==> src/rtl/alu_port_if.sv <==
// Request/response channel bundle for one requester port of alu_arbiter.
// The requester side uses the master modport and the arbiter uses the slave modport.
interface alu_port_if;
  logic       req_valid;
  logic       req_ready;
  logic [7:0] req_a;
  logic [7:0] req_b;
  logic [3:0] req_oper;
  logic       resp_valid;
  logic       resp_ready;
  logic [7:0] resp_r;
  logic       resp_zero;
  logic       resp_err;

  modport master (
    output req_valid, req_a, req_b, req_oper, resp_ready,
    input  req_ready, resp_valid, resp_r, resp_zero, resp_err
  );

  modport slave (
    input  req_valid, req_a, req_b, req_oper, resp_ready,
    output req_ready, resp_valid, resp_r, resp_zero, resp_err
  );
endinterface

==> src/rtl/alu_arbiter.sv <==
// Round-robin sharing of one 8-bit combinational ALU between two requesters,
// sequenced IDLE -> EXEC -> RESP with registered responses.

module alu8 (
  input  logic [7:0] a,
  input  logic [7:0] b,
  input  logic [3:0] oper,
  output logic [7:0] r,
  output logic       illegal
);
  // Combinational ALU; shift amounts of 8 or more flush the operand.
  always_comb begin
    r       = 8'h00;
    illegal = 1'b0;
    case (oper)
      4'b0000: r = a + b;
      4'b0001: r = a - b;
      4'b0010: r = a & b;
      4'b0011: r = a | b;
      4'b0100: r = a ^ b;
      4'b0101: r = (b >= 8'd8) ? 8'h00 : (a << b[2:0]);
      4'b0110: r = (b >= 8'd8) ? 8'h00 : (a >> b[2:0]);
      default: begin
        r       = 8'h00;
        illegal = 1'b1;
      end
    endcase
  end
endmodule

module alu_arbiter #(
  parameter logic RR_INIT = 1'b0
) (
  input  logic       clk,
  input  logic       rst,
  alu_port_if.slave  p0,
  alu_port_if.slave  p1,
  output logic       busy
);
  typedef enum logic [1:0] {
    IDLE = 2'd0,
    EXEC = 2'd1,
    RESP = 2'd2
  } state_t;

  state_t     state_r;
  logic       prio_r;
  logic       gnt_r;
  logic [7:0] a_r;
  logic [7:0] b_r;
  logic [3:0] oper_r;
  logic       busy_r;
  logic       resp0_valid_r, resp0_zero_r, resp0_err_r;
  logic       resp1_valid_r, resp1_zero_r, resp1_err_r;
  logic [7:0] resp0_r_r, resp1_r_r;

  logic       gnt_s;
  logic       accept_s;
  logic       resp_done_s;
  logic [7:0] alu_r_s;
  logic       alu_illegal_s;
  logic [7:0] res_r_s;
  logic       res_zero_s;

  alu8 u_alu (
    .a       (a_r),
    .b       (b_r),
    .oper    (oper_r),
    .r       (alu_r_s),
    .illegal (alu_illegal_s)
  );

  // Grant selection and handshake qualification; ready is suppressed during reset.
  always_comb begin
    gnt_s = 1'b0;
    if (p0.req_valid && p1.req_valid) begin
      gnt_s = prio_r;
    end else if (p1.req_valid) begin
      gnt_s = 1'b1;
    end else begin
      gnt_s = 1'b0;
    end
    accept_s    = (state_r == IDLE) && !rst && (p0.req_valid || p1.req_valid);
    resp_done_s = (state_r == RESP) && (gnt_r ? p1.resp_ready : p0.resp_ready);
  end

  // Illegal opcodes override whatever the ALU produced.
  always_comb begin
    res_r_s    = 8'h00;
    res_zero_s = 1'b1;
    if (alu_illegal_s) begin
      res_r_s    = 8'h00;
      res_zero_s = 1'b1;
    end else begin
      res_r_s    = alu_r_s;
      res_zero_s = (alu_r_s == 8'h00);
    end
  end

  // Sequencing FSM with registered response outputs and round-robin priority.
  always_ff @(posedge clk) begin
    if (rst) begin
      state_r       <= IDLE;
      prio_r        <= RR_INIT;
      gnt_r         <= 1'b0;
      a_r           <= 8'h00;
      b_r           <= 8'h00;
      oper_r        <= 4'h0;
      busy_r        <= 1'b0;
      resp0_valid_r <= 1'b0;
      resp0_r_r     <= 8'h00;
      resp0_zero_r  <= 1'b0;
      resp0_err_r   <= 1'b0;
      resp1_valid_r <= 1'b0;
      resp1_r_r     <= 8'h00;
      resp1_zero_r  <= 1'b0;
      resp1_err_r   <= 1'b0;
    end else begin
      case (state_r)
        IDLE: begin
          if (accept_s) begin
            gnt_r   <= gnt_s;
            a_r     <= gnt_s ? p1.req_a    : p0.req_a;
            b_r     <= gnt_s ? p1.req_b    : p0.req_b;
            oper_r  <= gnt_s ? p1.req_oper : p0.req_oper;
            busy_r  <= 1'b1;
            state_r <= EXEC;
          end
        end
        EXEC: begin
          if (gnt_r) begin
            resp1_valid_r <= 1'b1;
            resp1_r_r     <= res_r_s;
            resp1_zero_r  <= res_zero_s;
            resp1_err_r   <= alu_illegal_s;
          end else begin
            resp0_valid_r <= 1'b1;
            resp0_r_r     <= res_r_s;
            resp0_zero_r  <= res_zero_s;
            resp0_err_r   <= alu_illegal_s;
          end
          state_r <= RESP;
        end
        RESP: begin
          if (resp_done_s) begin
            resp0_valid_r <= 1'b0;
            resp0_r_r     <= 8'h00;
            resp0_zero_r  <= 1'b0;
            resp0_err_r   <= 1'b0;
            resp1_valid_r <= 1'b0;
            resp1_r_r     <= 8'h00;
            resp1_zero_r  <= 1'b0;
            resp1_err_r   <= 1'b0;
            prio_r        <= ~gnt_r;
            busy_r        <= 1'b0;
            state_r       <= IDLE;
          end
        end
        default: begin
          state_r <= IDLE;
          busy_r  <= 1'b0;
        end
      endcase
    end
  end

  assign p0.req_ready  = accept_s && !gnt_s;
  assign p1.req_ready  = accept_s && gnt_s;
  assign p0.resp_valid = resp0_valid_r;
  assign p0.resp_r     = resp0_r_r;
  assign p0.resp_zero  = resp0_zero_r;
  assign p0.resp_err   = resp0_err_r;
  assign p1.resp_valid = resp1_valid_r;
  assign p1.resp_r     = resp1_r_r;
  assign p1.resp_zero  = resp1_zero_r;
  assign p1.resp_err   = resp1_err_r;
  assign busy          = busy_r;
endmodule

==> src/flat_wrapper.sv <==
// flat-port wrapper written by rule: the top's interface ports become plain ports
module alu_arbiter_flat 
#(
  parameter logic RR_INIT = 1'b0
)
  (clk, rst, busy, p0_req_valid, p0_req_a, p0_req_b, p0_req_oper, p0_resp_ready, p0_req_ready, p0_resp_valid, p0_resp_r, p0_resp_zero, p0_resp_err, p1_req_valid, p1_req_a, p1_req_b, p1_req_oper, p1_resp_ready, p1_req_ready, p1_resp_valid, p1_resp_r, p1_resp_zero, p1_resp_err);
  alu_port_if p0_i ();
  alu_port_if p1_i ();
  input  logic clk;
  input  logic rst;
  output logic busy;
  input wire logic [$bits(p0_i.req_valid)-1:0] p0_req_valid;
  input wire logic [$bits(p0_i.req_a)-1:0] p0_req_a;
  input wire logic [$bits(p0_i.req_b)-1:0] p0_req_b;
  input wire logic [$bits(p0_i.req_oper)-1:0] p0_req_oper;
  input wire logic [$bits(p0_i.resp_ready)-1:0] p0_resp_ready;
  output wire logic [$bits(p0_i.req_ready)-1:0] p0_req_ready;
  output wire logic [$bits(p0_i.resp_valid)-1:0] p0_resp_valid;
  output wire logic [$bits(p0_i.resp_r)-1:0] p0_resp_r;
  output wire logic [$bits(p0_i.resp_zero)-1:0] p0_resp_zero;
  output wire logic [$bits(p0_i.resp_err)-1:0] p0_resp_err;
  input wire logic [$bits(p1_i.req_valid)-1:0] p1_req_valid;
  input wire logic [$bits(p1_i.req_a)-1:0] p1_req_a;
  input wire logic [$bits(p1_i.req_b)-1:0] p1_req_b;
  input wire logic [$bits(p1_i.req_oper)-1:0] p1_req_oper;
  input wire logic [$bits(p1_i.resp_ready)-1:0] p1_resp_ready;
  output wire logic [$bits(p1_i.req_ready)-1:0] p1_req_ready;
  output wire logic [$bits(p1_i.resp_valid)-1:0] p1_resp_valid;
  output wire logic [$bits(p1_i.resp_r)-1:0] p1_resp_r;
  output wire logic [$bits(p1_i.resp_zero)-1:0] p1_resp_zero;
  output wire logic [$bits(p1_i.resp_err)-1:0] p1_resp_err;
  assign p0_i.req_valid = p0_req_valid;
  assign p0_i.req_a = p0_req_a;
  assign p0_i.req_b = p0_req_b;
  assign p0_i.req_oper = p0_req_oper;
  assign p0_i.resp_ready = p0_resp_ready;
  assign p0_req_ready = p0_i.req_ready;
  assign p0_resp_valid = p0_i.resp_valid;
  assign p0_resp_r = p0_i.resp_r;
  assign p0_resp_zero = p0_i.resp_zero;
  assign p0_resp_err = p0_i.resp_err;
  assign p1_i.req_valid = p1_req_valid;
  assign p1_i.req_a = p1_req_a;
  assign p1_i.req_b = p1_req_b;
  assign p1_i.req_oper = p1_req_oper;
  assign p1_i.resp_ready = p1_resp_ready;
  assign p1_req_ready = p1_i.req_ready;
  assign p1_resp_valid = p1_i.resp_valid;
  assign p1_resp_r = p1_i.resp_r;
  assign p1_resp_zero = p1_i.resp_zero;
  assign p1_resp_err = p1_i.resp_err;
  alu_arbiter #(.RR_INIT(RR_INIT)) u_core (.clk(clk), .rst(rst), .p0(p0_i), .p1(p1_i), .busy(busy));
endmodule
==> config.mk <==
export PLATFORM = sky130hd
export DESIGN_NAME = alu_arbiter_flat
export DESIGN_NICKNAME = d
export VERILOG_FILES = /design/src/rtl/alu_port_if.sv /design/src/rtl/alu_arbiter.sv /design/src/flat_wrapper.sv
export SDC_FILE = /design/constraint.sdc
export NUM_CORES = 1
export LEC_CHECK = 0
export CORE_MARGIN = 4
export CORE_UTILIZATION = 53
export CTS_BUF_LIST = sky130_fd_sc_hd__clkbuf_16
export DETAILED_ROUTE_END_ITERATION = 10
export PLACE_DENSITY = 0.87
export SLEW_MARGIN = 20
export SYNTH_ARGS = -nofsm -noshare
export SYNTH_HDL_FRONTEND = slang
export SYNTH_SLANG_ARGS = --single-unit
==> constraint.sdc <==
create_clock -name clk -period 4.5 [get_ports clk]
set_input_delay 0.9 -clock clk [delete_from_list [all_inputs] [get_ports clk]]
set_output_delay 0.9 -clock clk [all_outputs]
set_load 0.1 [all_outputs]
# [After elaboration in Yosys (flattened, before gate mapping)]
# Cells that the tools add are included.
[op_classes] addsub=2 multipliers=0 div=0 magnitude_cmp=1 eq_ne=12 n_shift=2 muxes=35 bitwise=5 reduce_logical=20
[ops] cell="8-bit 2-to-1 mux" count=8
[ops] cell="8-bit one-hot mux with 7 select lines" count=1
[ops] cell="8-bit one-hot mux with 2 select lines" count=2
[ops] cell="1-bit 2-to-1 mux" count=13
[ops] cell="4-bit by 3-bit == test with 1-bit output, second input constant" count=3
[ops] cell="1-bit one-hot mux with 2 select lines" count=6
[ops] cell="3-bit AND reduction" count=3
[ops] cell="8-bit adder" count=1
[ops] cell="8-bit bitwise AND" count=1
[ops] cell="4-bit by 2-bit == test with 1-bit output, second input constant" count=2
[ops] cell="8-bit by 4-bit greater-or-equal comparator with 1-bit output, second input constant" count=1
[ops] cell="8-bit zero test" count=1
[ops] cell="8-bit bitwise OR" count=1
[ops] cell="8-bit by 3-bit left shift with 8-bit output" count=1
[ops] cell="8-bit by 3-bit right shift with 8-bit output" count=1
[ops] cell="8-bit subtractor" count=1
[ops] cell="8-bit bitwise XOR" count=1
[ops] cell="7-bit OR reduction" count=1
[ops] cell="1-bit logical AND" count=6
[ops] cell="2-bit by 1-bit != test with 1-bit output, second input constant" count=3
[ops] cell="2-bit one-hot mux with 3 select lines" count=1
[ops] cell="2-bit AND reduction" count=3
[ops] cell="4-bit by 1-bit == test with 1-bit output, second input constant" count=1
[ops] cell="4-bit zero test" count=1
[ops] cell="other kinds (11)" count=14
[totals] reg_bits=47 latchBits=0 ram_bits=0 mem_bits_ro=0 inputBits=46 out_inout_bits=25 word_cells=92 n_memories=0

# [Longest topological paths before layout]
[logic_depth] ltp_word=7 mapped_depth=14 mapped_depth_nobuf=12

# [Cells and area by module]
# From an unflattened synthesis, not the netlist that was laid out.
[unflattened] hier_cells=422 hier_area_um2=3656.0
[by_module_without_submodules] module="alu_arbiter" instances=1 cells_each=220 area_each_um2=2112.0
[by_module_without_submodules] module="alu8" instances=1 cells_each=202 area_each_um2=1544.0

# [Worst setup path after synthesis]
# OpenSTA, ideal clock, no wires.
[synth_path] path_type="in2out" start="input port p0_req_valid" end="output port p0_req_ready" arrival_time_ns=3.944 required_ns=3.600 slack_ns=-0.344 cell_stages=4 path_buffers=1 cell_sequence="inv_1 o21ai_1 clkbuf_1 nor3b_1"
[synth_between] elab_chain_cells=4 elab_cells_between_ends=6 cone_classes="1 x mux; 5 x reduce/logical"
[synth_rtl] item="from (decl)" line="flat_wrapper.sv:12" text="input wire logic [$bits(p0_i.req_valid)-1:0] p0_req_valid;"
[synth_rtl] item="1-bit logical AND" line="alu_arbiter.sv:76" text="if (p0.req_valid && p1.req_valid) begin"
[synth_rtl] item="1-bit 2-to-1 mux" line="alu_arbiter.sv:76"
[synth_rtl] item="1-bit zero test" line="alu_arbiter.sv:167" text="assign p0.req_ready = accept_s && !gnt_s;"
[synth_rtl] item="1-bit logical AND *" line="alu_arbiter.sv:167"
[synth_rtl] item="to (decl)" line="flat_wrapper.sv:17" text="output wire logic [$bits(p0_i.req_ready)-1:0] p0_req_ready;"
# Mark *: on every way between the ends. The rest lies on a longest branch, timed or not.

# [Final worst setup path]
[layout_path] start="register u_core.oper_r[3]" end="register u_core.resp1_zero_r, in the netlist u_core.p1.resp_zero"
[layout_between] elab_chain_cells=6 elab_cells_between_ends=13 cone_classes="6 x eq/ne; 4 x mux; 3 x reduce/logical"
[layout_rtl] item="from (decl)" line="alu_arbiter.sv:51" text="logic [3:0] oper_r;"
[layout_rtl] item="from (signal assigned)" line="alu_arbiter.sv:125" text="oper_r <= gnt_s ? p1.req_oper : p0.req_oper;"
[layout_rtl] item="4-bit by 3-bit == test with 1-bit output (tied with other cells)" line="alu_arbiter.sv:15" text="case (oper)"
[layout_rtl] item="8-bit one-hot mux with 7 select lines" line="alu_arbiter.sv:15"
[layout_rtl] item="8-bit zero test" line="alu_arbiter.sv:96" text="res_zero_s = (alu_r_s == 8'h00);"
[layout_rtl] item="1-bit 2-to-1 mux *" line="alu_arbiter.sv:91" text="if (alu_illegal_s) begin"
[layout_rtl] item="1-bit 2-to-1 mux *" line="alu_arbiter.sv:131" text="if (gnt_r) begin"
[layout_rtl] item="1-bit one-hot mux with 2 select lines *" line="alu_arbiter.sv:119" text="case (state_r)"
[layout_rtl] item="to (signal assigned)" line="alu_arbiter.sv:134" text="resp1_zero_r <= res_zero_s;"
[layout_rtl] item="to (decl)" line="alu_arbiter.sv:54" text="logic resp1_valid_r, resp1_zero_r, resp1_err_r;"
# Mark *: on every way between the ends. The rest lies on a longest branch, timed or not. The select of a mux whose other input is x is not followed.
# A chain may end at the register's enable or synchronous reset.

==> impl_metrics.tcl <==
set metrics [dict create \
    status "complete, no violations" \
    clkSinkCount 47 \
    final_antenna_net_count 0 \
    finalSetupTns_ns 0 \
    die_h_um 90.8 \
    rsz0062_at_grt "no" \
    wirelength_um 10300 \
    ys_seq_elements 47 \
    grt_overflow_total 0 \
    root_buffer "clkbuf_16" \
    cpMaxStageDelayCell "nor3_2" \
    synth_commonest_cells "nor2_1 (58), dfxtp_1 (47), a21oi_1 (36), ha_1 (28), mux2i_1 (28)" \
    grt_pass1_vias 3508 \
    final_nets 567 \
    ys_seq_area_share_pct 25.9 \
    synth_nets 515 \
    grt_pass1_wl_um 17300 \
    fill_cells 511 \
    clk_latency_ns 0.29 \
    route.met2.wl_um 4760 \
    io_pins 71 \
    async_reset_ff_share_pct 0 \
    final_hold_viol_count 0 \
    die-area_um2 8250 \
    yosysMostFrequentCell "nor2_1" \
    clock_path_buffers 2 \
    drv_cap 0 \
    yosysTopAreaCellShare_pct 25.9 \
    cp_top_family "simple AND/OR/NAND/NOR gates" \
    crit_chain "buf_4 -> nor3_2 -> and2_0 -> mux2_2 -> fa_1 -> nand2b_1 -> a21oi_1 -> xor2_1 -> a211o_1 -> nor4_1 -> nand4_1 -> o22ai_1" \
    rows 29 \
    fmax_ghz 0.264 \
    synth_area_um2 3640 \
    synth_area_leaders "dfxtp_1 (26%), ha_1 (9.6%), mux2i_1 (7.7%), nor2_1 (6.0%), a21oi_1 (5.0%)" \
    max_stage_delay_ns 0.52 \
    crit_required_ns 4.70 \
    path_buf_inv 1 \
    setup-violations-final 0 \
    dp_cells 562 \
    cp_data_arrival_time_ns 3.98 \
    drive_gt1_share_pct 7.71 \
    leakagePower_nw 1.82 \
    period_share_pct 84.1 \
    synth_flop_cell "dfxtp_1" \
    irDropWorstVdd_mv 0.488 \
    yosys_warnings 0 \
    h-tree-depth 2 \
    endpoint_kind "flop" \
    drc 0 \
    synth_cell_types 70 \
    gp_congestion 1.01 \
    first_iter_violations 313 \
    core-area_um2 6490 \
    area_growth_pct 24.9 \
    slew_headroom_pct 33.6 \
    top_layer "met4" \
    cts_made_buffers 5 \
    critPathKind "reg2reg" \
    antenna_found_initial 0 \
    min_period_ns 3.79 \
    clock_skew_ns 0.00696 \
    cts_hold_buffers 0 \
    final-max-slew-violation-count 0 \
    yosysTopAreaCell "dfxtp_1" \
    hold_path_class "reg2reg" \
    wl_per_cell_um 18.0 \
    portBuffers 70 \
    synth_enable_flop_cells 0 \
    dpl-instance-area_um2 4370 \
    synth.avg_cell_area_um2 8.27 \
    worstMarginPinSlew_ns 0.994 \
    ctsResizeCount 0 \
    synth_cells 440 \
    cts_tree "done" \
    die_w_um 90.8 \
    start_kind "flop" \
    cts_setup_buffers 0 \
    start_util_pct 56.0 \
    dp_hpwl_um 7570 \
    drtPass1Iterations 6 \
    r2r_slack_ns 0.71 \
    final_cells 570 \
    final_area_um2 4540 \
    clk_pin_slew_ns 0.06 \
    fin_hold_ws_ns 0.456 \
    vias 3662 \
    cellPowerDensity_nw_per_um2 610 \
    grt_max_degree 49 \
    track_usage_pct 25.3 \
    insertedDiodeCount 0 \
    vias_per_cell 6.42 \
    worst-path-max-fanout 15 \
    wl_met3_um 768 \
    wl_met1_um 4380 \
]
metrics by stage:
stage          power (mW)  setup slack, ns  utilization (%)
6_report             2.77            0.715             69.9
3_5_place_dp         2.31            0.780             67.3
3_3_place_gp         2.28            0.905             67.3
2_1_floorplan        1.92            0.128                -
4_1_cts              2.74            0.765             69.9
5_1_grt              2.93            0.428             69.9
cell families after synthesis:
| kind of cell | Yosys count | synth area share [%] |
|---|---|---|
| buffers and inverters | 54 | 6.33 |
| xor gates and xnor gates | 10 | 2.41 |
| adders and majority gates | 29 | 10.2 |
| AOI/OAI and AO/OA | 116 | 21.7 |
| and+or+nand+nor | 145 | 20.2 |
| DFF | 47 | 25.9 |
| muxes | 39 | 13.4 |
worst reg2reg max path, delay by kind of cell (launching register included):
family / cells / cell delay [ns]
and+or+nand+nor: 5 / 1.45
AOI/OAI and AO/OA: 3 / 0.75
adders and majority gates: 1 / 0.46
muxes: 1 / 0.41
DFF: 1 / 0.30
buffers and inverters: 1 / 0.18
xor gates and xnor gates: 1 / 0.14
final cells by class:
class	count	area, um^2	share of cell area (%)
Clock buffer	5	125	2.75
Clock inverter	3	42.5	0.937
Inverter	22	82.6	1.82
Multi-Input combinational cell	339	2480	54.6
Sequential cell	47	941	20.7
Tap cell	77	96.3	2.12
Timing Repair Buffer	77	773	17.0
metal layers:
layer  global-route usage [%]  vias to the layer above
met5                        0                        -
met4                     9.80                        0
met3                     3.25                       42
met2                     42.1                      197
met1                     33.3                     1706
li1                         -                     1717
sequential cells by signal, indices dropped and copies added (netlist names), 2 cells and up:
register          count
u_core.oper_r         4
u_core.a_r            8
u_core.p1.resp_r      8
u_core.state_r        2
u_core.b_r            8
u_core.p0.resp_r      8
report_power, final:
group | switching (mW) | internal (mW) | total (mW) | leakage (nW)
clock network | 0.160 | 0.262 | 0.422 | 0.0818
logic | 1.09 | 0.615 | 1.70 | 1.35
registers | 0.130 | 0.514 | 0.644 | 0.387
layout by cell type, fill, tap and decap left out, types with 12 or more instances in the layout:
cell             count
inv_1               21
nor3_1              12
nand2_1             20
a21oi_1             36
ha_1                28
clkdlybuf4s50_1     68
mux2i_1             28
nor2_1              58
a211oi_1            24
dfxtp_1             47
path summary, 6_finish.rpt:
kind / startpoint / to / cells past startpoint
worst min-delay path: u_core.p1.resp_r[5] / u_core.p1.resp_r[5] / 2
worst max-delay path: u_core.oper_r[3] / u_core.p1.resp_zero / 12
worst min register to register: u_core.p1.resp_r[5] / u_core.p1.resp_r[5] / 2
worst max register to register: u_core.oper_r[3] / u_core.p1.resp_zero / 12
(Power assumes the default switching activity.)
